--- config.mk ---
export PLATFORM = sky130hd
export DESIGN_NAME = rv32i_control_fsm_flat
export DESIGN_NICKNAME = d
export VERILOG_FILES = /design/src/rtl/rv32i_control_fsm_if.sv /design/src/rtl/rv32i_control_fsm.sv /design/src/flat_wrapper.sv
export SDC_FILE = /design/constraint.sdc
export NUM_CORES = 1
export LEC_CHECK = 0
export CAP_MARGIN = 10
export CORE_MARGIN = 2
export CORE_UTILIZATION = 49
export CTS_CLUSTER_DIAMETER = 30
export DETAILED_ROUTE_END_ITERATION = 6
export MAX_ROUTING_LAYER = met4
export PLACE_DENSITY = 0.82
export SLEW_MARGIN = 40
export SYNTH_ARGS = -nofsm -noshare
export SYNTH_HDL_FRONTEND = slang
export SYNTH_SLANG_ARGS = --single-unit
--- constraint.sdc ---
create_clock -name clk -period 3.1 [get_ports clk]
set_input_delay 0.62 -clock clk [delete_from_list [all_inputs] [get_ports clk]]
set_output_delay 0.62 -clock clk [all_outputs]
set_load 0.02 [all_outputs]
--- src/rtl/rv32i_control_fsm_if.sv ---
// Shared memory-port bundle between the control sequencer and the memory.
//   master (sequencer): drives mem_req, mem_we, mem_addr_sel, mem_wstrb; samples mem_ready
//   slave  (memory)   : samples the request fields; drives mem_ready
interface rv32i_control_fsm_if;
    logic       mem_req;
    logic       mem_we;
    logic       mem_addr_sel;
    logic [3:0] mem_wstrb;
    logic       mem_ready;

    modport master (
        output mem_req,
        output mem_we,
        output mem_addr_sel,
        output mem_wstrb,
        input  mem_ready
    );

    modport slave (
        input  mem_req,
        input  mem_we,
        input  mem_addr_sel,
        input  mem_wstrb,
        output mem_ready
    );
endinterface

--- src/rtl/rv32i_control_fsm.sv ---
// Multi-cycle control sequencer for a von Neumann RV32I core.
// Steps each instruction through FETCH, DECODE, EXECUTE, MEM and WB, arbitrates
// the single shared memory port, drives all datapath selects/enables, traps on
// illegal opcodes, misaligned loads/stores and memory timeouts, and counts
// retired instructions.
// Ports:
//   clk, reset            clock; asynchronous active-high reset
//   opCode/funct3/rg_we/rd_addr   decoder fields of the current IR
//   branch_taken, addr_lo ALU compare result and low address bits
//   mem                   shared memory port (master side)
//   ir_we, pc_we, pc_sel, alu_a_sel, alu_b_sel, rf_we, rf_wsel  datapath controls
//   illegal, halted, retired, state   status / debug
module rv32i_control_fsm #(
    parameter int unsigned MEM_TIMEOUT = 255
) (
    input  logic                       clk,
    input  logic                       reset,
    input  logic [6:0]                 opCode,
    input  logic [2:0]                 funct3,
    input  logic                       rg_we,
    input  logic [4:0]                 rd_addr,
    input  logic                       branch_taken,
    input  logic [1:0]                 addr_lo,
    rv32i_control_fsm_if.master        mem,
    output logic                       ir_we,
    output logic                       pc_we,
    output logic [1:0]                 pc_sel,
    output logic                       alu_a_sel,
    output logic                       alu_b_sel,
    output logic                       rf_we,
    output logic [1:0]                 rf_wsel,
    output logic                       illegal,
    output logic                       halted,
    output logic [31:0]                retired,
    output logic [2:0]                 state
);

    typedef enum logic [2:0] {
        FETCH   = 3'd0,
        DECODE  = 3'd1,
        EXECUTE = 3'd2,
        MEM     = 3'd3,
        WB      = 3'd4,
        TRAP    = 3'd5
    } state_t;

    localparam logic [6:0] OP_LUI    = 7'b0110111;
    localparam logic [6:0] OP_AUIPC  = 7'b0010111;
    localparam logic [6:0] OP_JAL    = 7'b1101111;
    localparam logic [6:0] OP_JALR   = 7'b1100111;
    localparam logic [6:0] OP_BRANCH = 7'b1100011;
    localparam logic [6:0] OP_LOAD   = 7'b0000011;
    localparam logic [6:0] OP_STORE  = 7'b0100011;
    localparam logic [6:0] OP_IMM    = 7'b0010011;
    localparam logic [6:0] OP_REG    = 7'b0110011;
    localparam logic [6:0] OP_FENCE  = 7'b0001111;
    localparam logic [6:0] OP_SYSTEM = 7'b1110011;

    state_t     state_q;
    state_t     state_d;
    logic [7:0] wait_cnt;

    logic is_lui, is_auipc, is_jal, is_jalr, is_branch, is_load, is_store;
    logic is_imm, is_reg, is_nop, known_op, misaligned, timeout_hit;
    logic [3:0] store_strb;
    logic [1:0] wb_pc_sel;
    logic [1:0] wb_rf_wsel;
    logic       req;

    assign is_lui    = (opCode == OP_LUI);
    assign is_auipc  = (opCode == OP_AUIPC);
    assign is_jal    = (opCode == OP_JAL);
    assign is_jalr   = (opCode == OP_JALR);
    assign is_branch = (opCode == OP_BRANCH);
    assign is_load   = (opCode == OP_LOAD);
    assign is_store  = (opCode == OP_STORE);
    assign is_imm    = (opCode == OP_IMM);
    assign is_reg    = (opCode == OP_REG);
    assign is_nop    = (opCode == OP_FENCE) || (opCode == OP_SYSTEM);
    assign known_op  = is_lui | is_auipc | is_jal | is_jalr | is_branch | is_load
                     | is_store | is_imm | is_reg | is_nop;

    // funct3[1:0]: 00 byte, 01 halfword, 1x word
    assign misaligned = ((funct3[1:0] == 2'b01) && addr_lo[0])
                      || (funct3[1] && (addr_lo != 2'b00));

    // Final state of a wait: the access still failing on the MEM_TIMEOUT-th cycle
    assign timeout_hit = (wait_cnt == 8'(MEM_TIMEOUT - 1));

    always_comb begin
        case (funct3[1:0])
            2'b00:   store_strb = 4'b0001 << addr_lo;
            2'b01:   store_strb = 4'b0011 << addr_lo;
            default: store_strb = 4'b1111;
        endcase
        wb_pc_sel  = is_jal ? 2'd1 : (is_jalr ? 2'd2 : 2'd0);
        wb_rf_wsel = is_lui ? 2'd3 : ((is_jal | is_jalr) ? 2'd2 : (is_load ? 2'd1 : 2'd0));
    end

    // Outputs: purely combinational from state and inputs, forced to 0 in reset
    always_comb begin
        req              = 1'b0;
        mem.mem_we       = 1'b0;
        mem.mem_addr_sel = 1'b0;
        mem.mem_wstrb    = '0;
        ir_we            = 1'b0;
        pc_we            = 1'b0;
        pc_sel           = 2'd0;
        alu_a_sel        = 1'b0;
        alu_b_sel        = 1'b0;
        rf_we            = 1'b0;
        rf_wsel          = 2'd0;
        halted           = 1'b0;
        if (!reset) begin
            case (state_q)
                FETCH: begin
                    req   = 1'b1;
                    ir_we = mem.mem_ready;
                end
                EXECUTE: begin
                    alu_a_sel = is_auipc;
                    alu_b_sel = is_lui | is_auipc | is_imm | is_load | is_store | is_jalr;
                    if (is_branch) begin
                        pc_we  = 1'b1;
                        pc_sel = branch_taken ? 2'd1 : 2'd0;
                    end else if (is_nop) begin
                        pc_we = 1'b1;
                    end
                end
                MEM: begin
                    req              = 1'b1;
                    mem.mem_addr_sel = 1'b1;
                    alu_b_sel        = 1'b1;
                    if (is_store) begin
                        mem.mem_we    = 1'b1;
                        mem.mem_wstrb = store_strb;
                        pc_we         = mem.mem_ready;
                    end
                end
                WB: begin
                    alu_a_sel = is_auipc;
                    alu_b_sel = is_lui | is_auipc | is_imm | is_jalr;
                    rf_we     = rg_we && (rd_addr != 5'd0);
                    rf_wsel   = wb_rf_wsel;
                    pc_we     = 1'b1;
                    pc_sel    = wb_pc_sel;
                end
                TRAP:    halted = 1'b1;
                default: ;
            endcase
        end
    end

    assign mem.mem_req = req;
    assign state       = state_q;

    always_comb begin
        state_d = state_q;
        case (state_q)
            FETCH:   state_d = mem.mem_ready ? DECODE : (timeout_hit ? TRAP : FETCH);
            DECODE:  state_d = known_op ? EXECUTE : TRAP;
            EXECUTE: begin
                if (is_branch || is_nop)
                    state_d = FETCH;
                else if (is_load || is_store)
                    state_d = misaligned ? TRAP : MEM;
                else if (is_lui || is_auipc || is_jal || is_jalr || is_imm || is_reg)
                    state_d = WB;
                else
                    state_d = TRAP;
            end
            MEM: begin
                if (mem.mem_ready)
                    state_d = is_store ? FETCH : WB;
                else if (timeout_hit)
                    state_d = TRAP;
            end
            WB:      state_d = FETCH;
            default: state_d = TRAP;
        endcase
    end

    always_ff @(posedge clk or posedge reset) begin
        if (reset) begin
            state_q  <= FETCH;
            wait_cnt <= '0;
            retired  <= '0;
            illegal  <= 1'b0;
        end else begin
            state_q <= state_d;
            if (state_d == TRAP)
                illegal <= 1'b1;
            // Counter clears whenever no request is stalled, so every FETCH/MEM entry starts at 0
            if (req && !mem.mem_ready)
                wait_cnt <= wait_cnt + 8'd1;
            else
                wait_cnt <= '0;
            if (pc_we)
                retired <= retired + 32'd1;
        end
    end

endmodule
--- src/flat_wrapper.sv ---
// flat-port wrapper written by rule: the top's interface ports become plain ports
module rv32i_control_fsm_flat 
#(
    parameter int unsigned MEM_TIMEOUT = 255
)
  (clk, reset, opCode, funct3, rg_we, rd_addr, branch_taken, addr_lo, ir_we, pc_we, pc_sel, alu_a_sel, alu_b_sel, rf_we, rf_wsel, illegal, halted, retired, state, mem_mem_req, mem_mem_we, mem_mem_addr_sel, mem_mem_wstrb, mem_mem_ready);
  rv32i_control_fsm_if mem_i ();
  input  logic clk;
  input  logic reset;
  input  logic [6:0] opCode;
  input  logic [2:0] funct3;
  input  logic rg_we;
  input  logic [4:0] rd_addr;
  input  logic branch_taken;
  input  logic [1:0] addr_lo;
  output logic ir_we;
  output logic pc_we;
  output logic [1:0] pc_sel;
  output logic alu_a_sel;
  output logic alu_b_sel;
  output logic rf_we;
  output logic [1:0] rf_wsel;
  output logic illegal;
  output logic halted;
  output logic [31:0] retired;
  output logic [2:0] state;
  output wire logic [$bits(mem_i.mem_req)-1:0] mem_mem_req;
  output wire logic [$bits(mem_i.mem_we)-1:0] mem_mem_we;
  output wire logic [$bits(mem_i.mem_addr_sel)-1:0] mem_mem_addr_sel;
  output wire logic [$bits(mem_i.mem_wstrb)-1:0] mem_mem_wstrb;
  input wire logic [$bits(mem_i.mem_ready)-1:0] mem_mem_ready;
  assign mem_mem_req = mem_i.mem_req;
  assign mem_mem_we = mem_i.mem_we;
  assign mem_mem_addr_sel = mem_i.mem_addr_sel;
  assign mem_mem_wstrb = mem_i.mem_wstrb;
  assign mem_i.mem_ready = mem_mem_ready;
  rv32i_control_fsm #(.MEM_TIMEOUT(MEM_TIMEOUT)) u_core (.clk(clk), .reset(reset), .opCode(opCode), .funct3(funct3), .rg_we(rg_we), .rd_addr(rd_addr), .branch_taken(branch_taken), .addr_lo(addr_lo), .mem(mem_i), .ir_we(ir_we), .pc_we(pc_we), .pc_sel(pc_sel), .alu_a_sel(alu_a_sel), .alu_b_sel(alu_b_sel), .rf_we(rf_we), .rf_wsel(rf_wsel), .illegal(illegal), .halted(halted), .retired(retired), .state(state));
endmodule
; After elaboration in Yosys (flattened, before gate mapping)
; Index checks and enable logic that the tools add are counted.
[op_classes]
n_addsub = 2
mul = 0
div_mod_pow = 0
magnitude_cmp = 0
n_eq_ne = 19
n_shift = 2
mux = 49
bitwise_logic = 15
n_reduce_logical = 20
[op_table]
columns = cell, n
row1 = 32-bit by 1-bit adder with 32-bit output (second input constant), 1
row2 = 7-bit equality test (second input constant), 4
row3 = 3-bit two-way mux, 9
row4 = 1-bit two-way mux, 23
row5 = 7-bit by 6-bit equality test with 1-bit output (second input constant), 3
row6 = 2-bit two-way mux, 8
row7 = 1-bit OR, 15
row8 = 3-bit case mux with 5 select lines, 1
row9 = 7-bit by 5-bit equality test with 1-bit output (second input constant), 2
row10 = 4-bit two-way mux, 3
row11 = 3-bit equality test (second input constant), 3
row12 = 1-bit logical OR, 9
row13 = 8-bit by 1-bit adder with 8-bit output (second input constant), 1
row14 = 8-bit equality test (second input constant), 1
row15 = 8-bit two-way mux, 1
row16 = 4-bit case mux with 2 select lines, 1
row17 = 7-bit by 2-bit equality test with 1-bit output (second input constant), 1
row18 = 7-bit by 4-bit equality test with 1-bit output (second input constant), 1
row19 = 3-bit by 2-bit equality test with 1-bit output (second input constant), 2
row20 = 1-bit case mux with 3 select lines, 2
row21 = 5-bit nonzero test, 1
row22 = 1-bit logical AND, 4
row23 = 2-bit case mux with 2 select lines, 1
row24 = 2-bit OR reduction, 2
row25 = 8 further kinds, 8
[totals]
reg_bits = 44
latchBits = 0
mem_bits_rw = 0
romBits = 0
elab_cells = 111
mem_count = 0

; Longest topological paths before layout
[depth]
ltp_word = 13
depth_mapped = 7
mapped_depth_nobuf = 6

; Worst setup path after synthesis
; Ideal clock, no wire load.
[synth_timing]
path_type = input to output
startpoint = in reset
endpoint = out alu_b_sel
t_arrival_ns = 2.526
t_required_ns = 2.480
path_slack_ns = -0.046
cell_stages = 4
n_path_buf = 1
path_cell_list = clkbuf_1 -> inv_1 -> a31oi_1 -> a21oi_1
[synth_between]
elab_chain_cells = 1
[synth_rtl]
columns = element, line_no
row1 = from (decl), flat_wrapper.sv:9  ; input logic reset;
row2 = 1-bit two-way mux, rv32i_control_fsm.sv:114  ; if (!reset) begin
row3 = to (decl), flat_wrapper.sv:20  ; output logic alu_b_sel;
; Every way passes these cells.

; Worst setup path in the final report
[layout_timing]
startpoint = in reset
endpoint = out rf_we
[layout_between]
elab_chain_cells = 1
[layout_rtl]
columns = element, line_no
row1 = 1-bit two-way mux, rv32i_control_fsm.sv:114
row2 = to (decl), flat_wrapper.sv:21  ; output logic rf_we;
; Every way passes these cells.

==> flow_metrics.py <==
metrics = {
    "floorplanning": {
        "io-pin-count": 75,
        "dieArea_sq_um": 6260,
        "core-area_sq_um": 5470,
        "die_w_um": 79.1,
        "rows": 27,
        "start_util": 0.505,
        "die_h_um": 79.1,
    },
    "detailed_routing": {
        "drcViolationCount": 0,
        "vias": 2579,
        "viasPerCell": 5.62,
        "wl_mm": 7.01,
        "drt_iter0_drc": 136,
        "postRouteAntennaNets": 0,
        "wl_per_cell_um": 15.3,
        "firstDrtPassIters": 4,
    },
    "synthesis": {
        "synth_area_leaders": "dfrtp_1, xor2_1, nor4_2",
        "synth_edf_count": 0,
        "synthCells": 293,
        "yosysUniqueCellTypes": 51,
        "ys_ff_latch": 44,
        "synth_top_cell_by_area": "dfrtp_1",
        "yosysTopAreaCellShare": 0.398,
        "synth_warnings": 0,
        "synthesis.nets": 318,
        "syn_area_sq_um": 2770,
        "syn_avg_cell_area_sq_um": 9.44,
        "ys.flop_type": "dfrtp_1",
        "synth.yosys.seq_area_share": 0.398,
        "synthArstFlopShare": 1.00,
    },
    "setup_path": {
        "cp_max_fo": 6,
        "startpoint": "reset",
        "cp.arrival_ns": 2.40,
        "crit_path_end": "rf_we",
        "critical_path.endpoint_type": "output pin",
        "crit_type": "input port to output pin",
        "critPathLaunchType": "input port",
        "cp.required_ns": 2.48,
        "r2r_cells": 6,
        "r2r_setup_slack_ns": 0.97,
        "worstReg2RegEnd": "u_core.retired[16]",
        "reg2reg_from": "u_core.state[0]",
    },
    "clocking": {
        "cts_buffers": 5,
        "cts_max_level": 2,
        "clk_latency_ns": 0.30,
        "clk_pin_slew_ns": 0.08,
        "cts.sinks": 44,
        "cts_tree": "built",
        "clockBufferDepth": 2,
        "postCtsHoldBufs": 0,
        "cts_root_buffer": "clkbuf_8",
    },
    "global_route": {
        "grt-ovfl-total": 0,
        "grt_usage": 0.243,
        "grt_max_degree": 45,
        "grt_pass1_wl_mm": 11.9,
        "antenna_found_initial": 0,
        "grt_pass1_vias": 2597,
    },
    "sta": {
        "fmax_mhz": 331,
        "tightest_slew_ns": 0.555,
        "report.final.slew_viol_count": 0,
        "fin_ws_ns": 0.0788,
        "setup_viol": 0,
        "rsz0062_at_grt": "no",
        "period_share": 0.975,
        "maxSlewHeadroom": 0.630,
        "hold_viol_final": 0,
        "timing.final.crit_period_ns": 3.02,
        "worst_hold_slack_ns": 0.474,
        "skew_ns": 0.00702,
    },
    "finish": {
        "nets": 412,
        "n_antenna_cell": 0,
        "drive_above_1_share": 0.171,
        "fillers": 442,
        "fin_util": 0.693,
        "area_growth_pct": 37.1,
    },
    "outcome": {
        "status": "finished clean",
    },
    "power_and_ir_drop": {
        "seqPwrFrac": 0.415,
        "internal_power_w": 0.00110,
        "power_per_cell_area_nw_per_um2": 484,
        "combPwrFrac": 0.397,
        "p_leak_nw": 1.56,
        "power_frac_clock": 0.187,
        "switching_share": 0.399,
        "power.switching_w": 0.000733,
        "vdd_ir_drop_max_uv": 315,
    },
    "placement": {
        "place_congestion": 0.874,
        "dp_slack_ns": -0.439,
        "numPortBuffers": 73,
        "hpwl_mm": 5.38,
    },
    "run": {
        "max-cap-violations": 0,
    },
    "worst_hold_path": {
        "min-delay-path-class": "register to register",
    },
}
[power groups by stage]
stage               clock network [W]  logic, W  registers (W)
floorplan                           0  0.000382       0.000793
global placement                    0  0.000708       0.000767
detailed placement                  0  0.000725       0.000771
CTS                          0.000350  0.000729       0.000759
global route                 0.000373  0.000787       0.000777
finish                       0.000344  0.000730       0.000763
[how the worst min path moves through the flow]
stage          depth (start not counted)  slack, ns                 end          startpoint
2_1_floorplan                          1       0.49  u_core.wait_cnt[0]  u_core.wait_cnt[0]
3_3_place_gp                           1       0.45      u_core.illegal      u_core.illegal
3_5_place_dp                           1       0.46  u_core.retired[31]  u_core.retired[31]
4_1_cts                                1       0.47  u_core.retired[31]  u_core.retired[31]
5_1_grt                                1       0.49  u_core.retired[31]  u_core.retired[31]
6_report                               1       0.47  u_core.retired[31]  u_core.retired[31]
[cells in the final DEF (no fill, tap or decap), types with 2 or more instances in the layout]
cell             count
clkdlybuf4s50_1     60
dfrtp_1             44
xor2_1              34
buf_4               28
nor2_1              26
nand3_1             21
nand2_1             20
nor3_1              18
nor4_2              13
nand4_1             11
inv_1                8
o21ai_0              8
nand2b_1             5
o21a_1               5
clkbuf_8             5
dlygate4sd2_1        5
or3_1                4
xnor2_1              4
clkbuf_2             4
nor4_1               3
nor3b_1              3
and4_1               3
nor4b_2              3
nor2b_1              3
a21oi_1              3
and3_1               3
ha_1                 3
or2_2                2
mux2i_1              2
o22ai_1              2
a211oi_1             2
a21o_1               2
dlymetal6s2s_1       2
[stage by stage]
step                      power, W  area [sq um]  instances  setup TNS, ns
after floorplan            0.00117          2770        293              0
after global placement     0.00148          3740        452          -2.08
after detailed placement   0.00150          3740        452          -2.50
after CTS                  0.00184          3800        459              0
after global routing       0.00194          3790        459              0
final                      0.00184          3790        459              0
[cell type report]
| class | instances | area (sq um) | area share |
|---|---|---|---|
| Clock buffer | 6 | 72.6 | 0.0191 |
| Inverter | 9 | 37.5 | 0.00990 |
| Sequential cell | 44 | 1100 | 0.290 |
| Clock inverter | 1 | 5.00 | 0.00132 |
| Timing Repair Buffer | 100 | 905 | 0.239 |
| Multi-Input combinational cell | 227 | 1580 | 0.417 |
| Tap cell | 72 | 90.1 | 0.0238 |
[routing by layer]
layer / share of wire / track usage
met5: 0 / -
met4: 0.016 / 0.0879
met3: 0.030 / 0.0409
met2: 0.52 / 0.410
met1: 0.43 / 0.295
[flip-flops by register name (all words and copies together), names as in the netlist]
signal / flops
u_core.retired: 32
u_core.wait_cnt: 8
u_core.state: 3
u_core.illegal: 1
[cells by family after synthesis]
group           synth area share
xor+xnor                   0.120
mux                       0.0113
buf+inv                   0.0339
simple gates               0.322
compound gates             0.100
flops                      0.398
fa+ha+maj                 0.0136
[Yosys cell counts, types with 4 or more instances]
cell and n:
xnor2_1 4, or3_1 4, nor2_1 27, nor4_2 13, xor2_1 34, nand2b_1 5
dfrtp_1 44, nor3_1 18, nand3_1 21, clkbuf_1 9, nand2_1 20, inv_1 9
nand4_1 11, o21a_1 5, a21oi_1 4, o21ai_0 8
[worst max-delay path, cell delays in order]
cell and delay, ns:
clkdlybuf4s50_1 0.50, nor3_1 0.34, buf_4 0.19, o311a_1 0.15, clkdlybuf4s50_1 0.60
[repair_timing]
action / in CTS / in global routing
pin swaps: 0 / 1
buffers inserted: 0 / 0
setup endpoints to repair: 11 / 6
gates resized for setup: 21 / 9
cloned: 0 / 0
(Power assumes the default switching activity.)
